### config.mk
export PLATFORM = sky130hd
export DESIGN_NAME = pc_gen
export DESIGN_NICKNAME = d
export VERILOG_FILES = /design/src/rtl/pc_gen.sv
export SDC_FILE = /design/constraint.sdc
export NUM_CORES = 1
export LEC_CHECK = 0
export CAP_MARGIN = 10
export CORE_MARGIN = 4
export CORE_UTILIZATION = 52
export DETAILED_ROUTE_END_ITERATION = 12
export PLACE_DENSITY_LB_ADDON = 0.08
export SLEW_MARGIN = 20
export SYNTH_ARGS = -nofsm -noshare
export SYNTH_HDL_FRONTEND = slang
export SYNTH_SLANG_ARGS = --single-unit
### constraint.sdc
create_clock -name clk -period 3.57 [get_ports clk]
set_input_delay 0.5355 -clock clk [delete_from_list [all_inputs] [get_ports clk]]
set_output_delay 0.5355 -clock clk [all_outputs]
set_load 0.05 [all_outputs]
### src/rtl/pc_gen.sv
// Fetch-stage program-counter generator.
// Boot/run/halt sequencing, redirects and misaligned-target trapping.
module pc_gen #(
  parameter int unsigned DATA_WIDTH = 32,
  parameter logic [DATA_WIDTH-1:0] RESET_VEC = '0,
  parameter bit C_EXT = 1'b0
) (
  input  logic                  clk,
  input  logic                  rst,
  input  logic                  stall,
  input  logic                  fetch_ready,
  input  logic                  branch_taken,
  input  logic [DATA_WIDTH-1:0] branch_pc,
  input  logic                  jalr,
  input  logic [DATA_WIDTH-1:0] jalr_base,
  input  logic [DATA_WIDTH-1:0] imm,
  input  logic                  trap,
  input  logic [DATA_WIDTH-1:0] trap_vec,
  input  logic                  halt_req,
  input  logic                  resume,
  output logic [DATA_WIDTH-1:0] pc,
  output logic [DATA_WIDTH-1:0] pc_plus4,
  output logic                  pc_valid,
  output logic                  misalign_err,
  output logic [DATA_WIDTH-1:0] err_addr,
  output logic                  halted
);

  typedef enum logic [1:0] {
    BOOT = 2'd0,
    RUN  = 2'd1,
    HALT = 2'd2
  } state_t;

  localparam logic [DATA_WIDTH-1:0] FOUR =
    DATA_WIDTH'(4);

  state_t                  state_q, state_d;
  logic [DATA_WIDTH-1:0]   pc_q, pc_d;
  logic                    err_q, err_d;
  logic [DATA_WIDTH-1:0]   eaddr_q, eaddr_d;

  logic [DATA_WIDTH-1:0]   jalr_sum;
  logic [DATA_WIDTH-1:0]   jalr_tgt;
  logic [DATA_WIDTH-1:0]   br_tgt;
  logic [DATA_WIDTH-1:0]   tgt;
  logic                    mis;

  logic                    sel_trap;
  logic                    sel_jalr;
  logic                    sel_br;
  logic                    sel_adv;

  // Target arithmetic, wrapping modulo 2^DATA_WIDTH.
  always_comb begin
    pc_plus4 = pc_q + FOUR;
    jalr_sum = jalr_base + imm;
    jalr_tgt = {jalr_sum[DATA_WIDTH-1:1], 1'b0};
    br_tgt   = branch_pc + imm;
    tgt      = sel_jalr ? jalr_tgt : br_tgt;
    if (C_EXT)
      mis = tgt[0];
    else
      mis = |tgt[1:0];
  end

  // One-hot next-PC source, trap highest priority.
  always_comb begin
    sel_trap = trap;
    sel_jalr = jalr & ~trap;
    sel_br   = branch_taken & ~trap & ~jalr;
    sel_adv  = fetch_ready & ~stall
             & ~trap & ~jalr & ~branch_taken;
  end

  // Next-state, next-PC and error capture.
  always_comb begin
    state_d = state_q;
    pc_d    = pc_q;
    err_d   = 1'b0;
    eaddr_d = eaddr_q;
    unique case (state_q)
      BOOT: begin
        state_d = RUN;
      end
      RUN: begin
        unique case (1'b1)
          sel_trap: pc_d = trap_vec;
          sel_jalr,
          sel_br: begin
            if (mis) begin
              pc_d    = trap_vec;
              err_d   = 1'b1;
              eaddr_d = tgt;
            end else begin
              pc_d = tgt;
            end
          end
          sel_adv: pc_d = pc_plus4;
          default: pc_d = pc_q;
        endcase
        if (halt_req)
          state_d = HALT;
      end
      HALT: begin
        if (trap) begin
          pc_d    = trap_vec;
          state_d = RUN;
        end else if (resume) begin
          state_d = RUN;
        end
      end
      default: begin
        state_d = BOOT;
      end
    endcase
  end

  // State and PC registers.
  always_ff @(posedge clk or negedge rst) begin
    if (!rst) begin
      state_q <= BOOT;
      pc_q    <= RESET_VEC;
      err_q   <= 1'b0;
      eaddr_q <= '0;
    end else begin
      state_q <= state_d;
      pc_q    <= pc_d;
      err_q   <= err_d;
      eaddr_q <= eaddr_d;
    end
  end

  assign pc           = pc_q;
  assign pc_valid     = (state_q == RUN);
  assign halted       = (state_q == HALT);
  assign misalign_err = err_q;
  assign err_addr     = eaddr_q;

endmodule

Yosys cells after proc, flatten, opt, wreduce, memory -nomap -nowiden
Index checks and enable logic that the tools add are counted.
{ "totals": {"regBits": 67, "in_bits": 137, "output_inout_bits": 99} }
{ "op_classes": {"add_sub_neg": 3, "eq_ne": 6, "muxes": 12, "bitwise": 11, "n_reduce_logical": 7} }
{ "ops": {"columns": ["operator", "n"], "rows": [
  ["$mux W32", 3],
  ["$pmux W32 S3", 1],
  ["$add A32 B32 Y32", 2],
  ["$pmux W32 S2", 1],
  ["$add A32 B3 Y32 const B", 1],
  ["$and A1 B1 Y1", 7],
  ["$mux W2", 3],
  ["$pmux W2 S3", 1],
  ["$reduce_and A3 Y1", 2],
  ["$ne A2 B2 Y1 const B", 2],
  ["$ne A4 B2 Y1 const B", 1],
  ["$not A1 Y1", 4],
  ["$reduce_or A2 Y1", 2],
  ["$mux W1", 3],
  ["$ne A3 B3 Y1 const B", 1],
  ["$eq A2 B1 Y1 const B", 1],
  ["$eq A2 B2 Y1 const B", 1],
  ["$logic_not A2 Y1", 1],
  ["$reduce_and A2 Y1", 1],
  ["$reduce_bool A2 Y1", 1]
]} }

Longest topological paths before layout
{ "logic_depth": {"word_depth": 7, "mapped_depth": 12, "mapped_depth_nobuf": 11} }

Worst setup path before layout
No wires, ideal clock.
{ "synth_timing": {"kind": "register to register", "startpoint": "register pc_q[11] (netlist: pc[11])", "endpoint": "register pc_q[25] (netlist: pc[25])", "setup_time_ns": 0.078, "t_arrival_ns": 3.253, "slack_ns": 0.240, "path_stages_with_launch": 11, "n_path_buf": 1, "synth_period_minus_slack_ns": 3.330, "path_cell_list": "dfrtp_1 -> clkbuf_2 -> and4_1 -> nand4_1 -> nand2b_1 -> nor2_1 -> nand3_1 -> xnor2_1 -> a221oi_1 -> a21oi_1 -> a21boi_1"} }
{ "synth_between": {"elab_chain_len": 3} }
{ "synth_rtl": {"columns": ["item", "line_no", "rtl"], "rows": [
  ["start: declaration", "39", "logic [DATA_WIDTH-1:0] pc_q, pc_d;"],
  ["start signal: assignment", "128", "pc_q <= pc_d;"],
  ["$add A32 B3 Y32", "56", "pc_plus4 = pc_q + FOUR;"],
  ["net pc_plus4[25]", "22", "output logic [DATA_WIDTH-1:0] pc_plus4,"],
  ["$pmux W32 S3", "87", "unique case (1'b1)"],
  ["$pmux W32 S2", "82", "unique case (state_q)"]
]} }
The timed path passes the listed nets, and every way through them passes these cells.
A chain may end at the register's enable or synchronous reset.

Worst setup path after layout
{ "layout_timing": {"startpoint": "register pc_q[12] (netlist: pc[12])", "endpoint": "output pc_plus4[23]"} }
{ "layout_between": {"elab_chain_len": 1} }
{ "layout_rtl": {"columns": ["item", "line_no"], "rows": [
  ["$add A32 B3 Y32", "56"],
  ["end: declaration", "22"]
]} }
Every way passes these cells.

==> results.md <==
* Switch share at 54.5%
* Total half-perimeter wirelength after legalization and detailed placement at 22800 um
* Die ar. at 16900 um2
* Maximum buffer depth of the clock tree at 2
* Sinks on the clock net at 67
* Final count of hold timing violations at 0
* R2R Path End: pc[11]
* Area Overhead vs Synth at 40.5%
* Final global-route overflow total at 0
* Synthesized-area fraction occupied by adder cells at 11.0%
* Final Util at 74.7%
* Number of antenna repair diodes at 0
* Input/output buffers at 235
* Xor and xnor fraction of the mapped netlist area at 8.84%
* Antenna violations before repair at 0
* PD cells at 745 nW/um2
* Number of synthesized register bits at 67
* Netlist area before placement at 7720 um2
* Worst slew margin relative to its limit at 53.5%
* Share of power burned in the clock network at 11.4%
* Unique masters post-synth at 81
* Category of the critical setup timing path: flip-flop to output pin
* Leak pwr at 4.80 nW
* Number of routed nets with antenna violations at 0
* Worst reg2reg setup slack at 0.93 ns
* Asr flop ratio synth at 100%
* Largest net degree at the start of global routing at 43
* Highest clock rate at 287 MHz
* DR WL/cell at 19.6 um
* Area fraction in and, or, nand and nor cells after synthesis at 21.4%
* Overall power after layout at 8.08 mW
* Status: finished, final reports clean
* Fraction of met1 tracks used by global routing at 43.5%
* Total iterations of the first detailed-routing run at 6
* Weighted congestion reported at the end of routability-driven placement at 0.968
* Worst VDD drop at 0.418 mV
* Main synth FF type: dfrtp_1
* Register area share after synthesis at 21.7%
* Clock tree from TritonCTS: built
* Beginning of the worst register-to-register path: state_q[0]
* Floorplan die width at 130 um
* Number of instances resized during post-cts repair at 0
* Num rows at 44
* Clock Pin Slew Worst Setup and Hold Paths at 0.06 ns
* Syn Nets at 1205
* Layer carrying the most global-route usage: met2
* First DRT Iteration DRCs at 1320
* GR Util All Layers at 32.3%
* Total Nets Final at 1451
* Mean instance size in the synthesized netlist at 7.72 um2
* Slew Limit Fails at 0
* # IOs at 236
* Multiplexer fraction of the synthesized cell area at 2.17%
* Combinational share of power at 69.8%
* Count of mapped cells out of synthesis at 1001
* Met2 usage in global routing at 52.1%
* Number of cells on the worst reg-to-reg path at 8
* Worst-skew pair later-pin latency at 0.34 ns
* Required time of the worst setup path at 3.03 ns
* Final critical delay including setup and external delays at 3.49 ns
* Largest driver fanout on the critical path at 7
* Yosys synthesis warning count at 0
* Root buffer cell: clkbuf_16
* Remaining design rule violation count at 0
* Number of buffers inserted by hold repair at cts at 0
* Critical path launch point type: flip-flop
* Proportion of layout cells with a drive suffix above 1 at 7.51%
* Cells along the critical path: and4_1, nand4_1, nand2b_1, nor2_1, xnor2_1, clkdlybuf4s50_1
* Skew final at 0.00871 ns
* Worst Max-Slew Pin Slew at 0.698 ns
* CP max-delay cell: clkdlybuf4s50_1
* Vias post-DR at 9113
* EDFF count, synth at 0
* Global routing met3 resource utilization at 5.73%
* Via count of the first global-routing pass at 8546
* Internal power at 3.68 mW
* Largest family of logic cells by synthesized area: compound AO/OA/AOI/OAI gates
* Post-route fraction of the period consumed by the critical path at 97.7%
* Post CTS Setup Buffer Count at 0
* First-pass GRT wire length at 43600 um
* Aggregate negative setup slack at 0 ns
* # Max-Cap Violations at 0
* Std-Cell Core Area at 14500 um2
* Setup repair after global routing missed its margin: no
* Final-report setup violation count at 0
* Kind of end point of the critical path: output pin
* Worst min path class: input pin to async pin
* Sw power at 4.41 mW
* Data arrival time at the worst-slack endpoint at 2.95 ns
* Total CTS buffers at 9
* H-tree Lvls at 3
* Reg power frac at 18.8%
* Overall routed net length at 28200 um
* Crit-path max cell delay at 0.87 ns
* Vias per std cell at 6.35
* Height of the die at 130 um
* Synth Area in Compound Gates at 30.6%
* Effective utilization at floorplan at 53.2%
cells in the final DEF (no fill, tap or decap), types with 11 or more instances in the layout:
cell type	n
a21oi_1	84
nor3_1	15
inv_1	32
nand2_1	133
dfrtp_1	67
nand2b_1	11
xnor2_1	45
clkdlybuf4s50_1	226
buf_4	46
and3_1	26
nor2_1	55
a211oi_1	18
a31oi_1	13
ha_1	65
o21ai_0	72
xor2_1	33
nand3_1	27
a21o_1	39
nand4_1	15
critical path, delay by kind of cell, from the launching register on:
family | cells | cell delay (ns)
xor gates and xnor gates | 1 | 0.23
buffers and inverters | 1 | 0.87
DFF | 1 | 0.51
and+or+nand+nor | 4 | 1.01
flip-flops by register name, indices dropped and copies added, names as in the netlist:
name and count:
pc 32, state_q 2, err_addr 32, misalign_err 1
per-layer routing:
| metal | share of wire (%) | wire length [um] |
|---|---|---|
| met4 | 3.5 | 996 |
| met3 | 11 | 3150 |
| met2 | 45 | 12700 |
| met1 | 40 | 11400 |
| met5 | 0 | 0 |
power groups by stage:
stage          clock network, mW  registers [mW]  logic (mW)
5_1_grt                    0.955            1.57        5.94
4_1_cts                    0.926            1.51        5.61
2_1_floorplan                  0            2.64        2.45
3_5_place_dp                   0            1.52        5.57
6_report                   0.923            1.52        5.64
3_3_place_gp                   0            1.51        5.52
cell type report:
type / instances / area, um2
clock inverter: 6 / 72.6
fill: 1163 / 3680
inverter: 32 / 120
tap: 184 / 230
clock buffer: 10 / 239
multi-input combinational: 853 / 5740
timing repair buffer: 284 / 2770
sequential: 67 / 1680
cell usage after synthesis, types with 27 or more instances:
cell      instances  area share (%)
nand2_1         133             6.5
a21oi_1          85             5.5
o21ai_0          73             4.7
dfrtp_1          67              22
ha_1             65              11
nor2_1           56             2.7
xnor2_1          45             5.1
a21o_1           39             3.8
clkbuf_1         36             1.7
xor2_1           33             3.7
inv_1            32             1.6
nand3_1          27             1.7
worst max path at each step:
stage                      start            to  depth (start not counted)
after global routing      pc[12]  pc_plus4[23]                          6
after detailed placement  imm[0]  err_addr[30]                         12
final                     pc[12]  pc_plus4[23]                          6
after global placement    imm[0]  err_addr[30]                         12
after floorplan           pc[11]        pc[25]                         10
after CTS                 pc[12]  pc_plus4[27]                          7
metrics by stage:
stage / cell area, um2 / setup slack (ns) / instances / hold WS (ns)
6_report: 10900 / 0.0820 / 1436 / 0.237
3_3_place_gp: 10500 / 0.0201 / 1420 / 0.453
2_1_floorplan: 7720 / 0.240 / 1001 / 0.240
3_5_place_dp: 10500 / -0.0954 / 1420 / 0.462
5_1_grt: 10900 / 0.00284 / 1436 / 0.302
4_1_cts: 10800 / 0.0445 / 1436 / 0.259
logic make-up after synthesis:
group | Yosys count
xor gates and xnor gates | 78
AOI/OAI and AO/OA | 355
DFF | 67
and+or+nand+nor | 337
buffers and inverters | 81
muxes | 16
adders and majority gates | 67
Power figures use the tool's default switching activity.
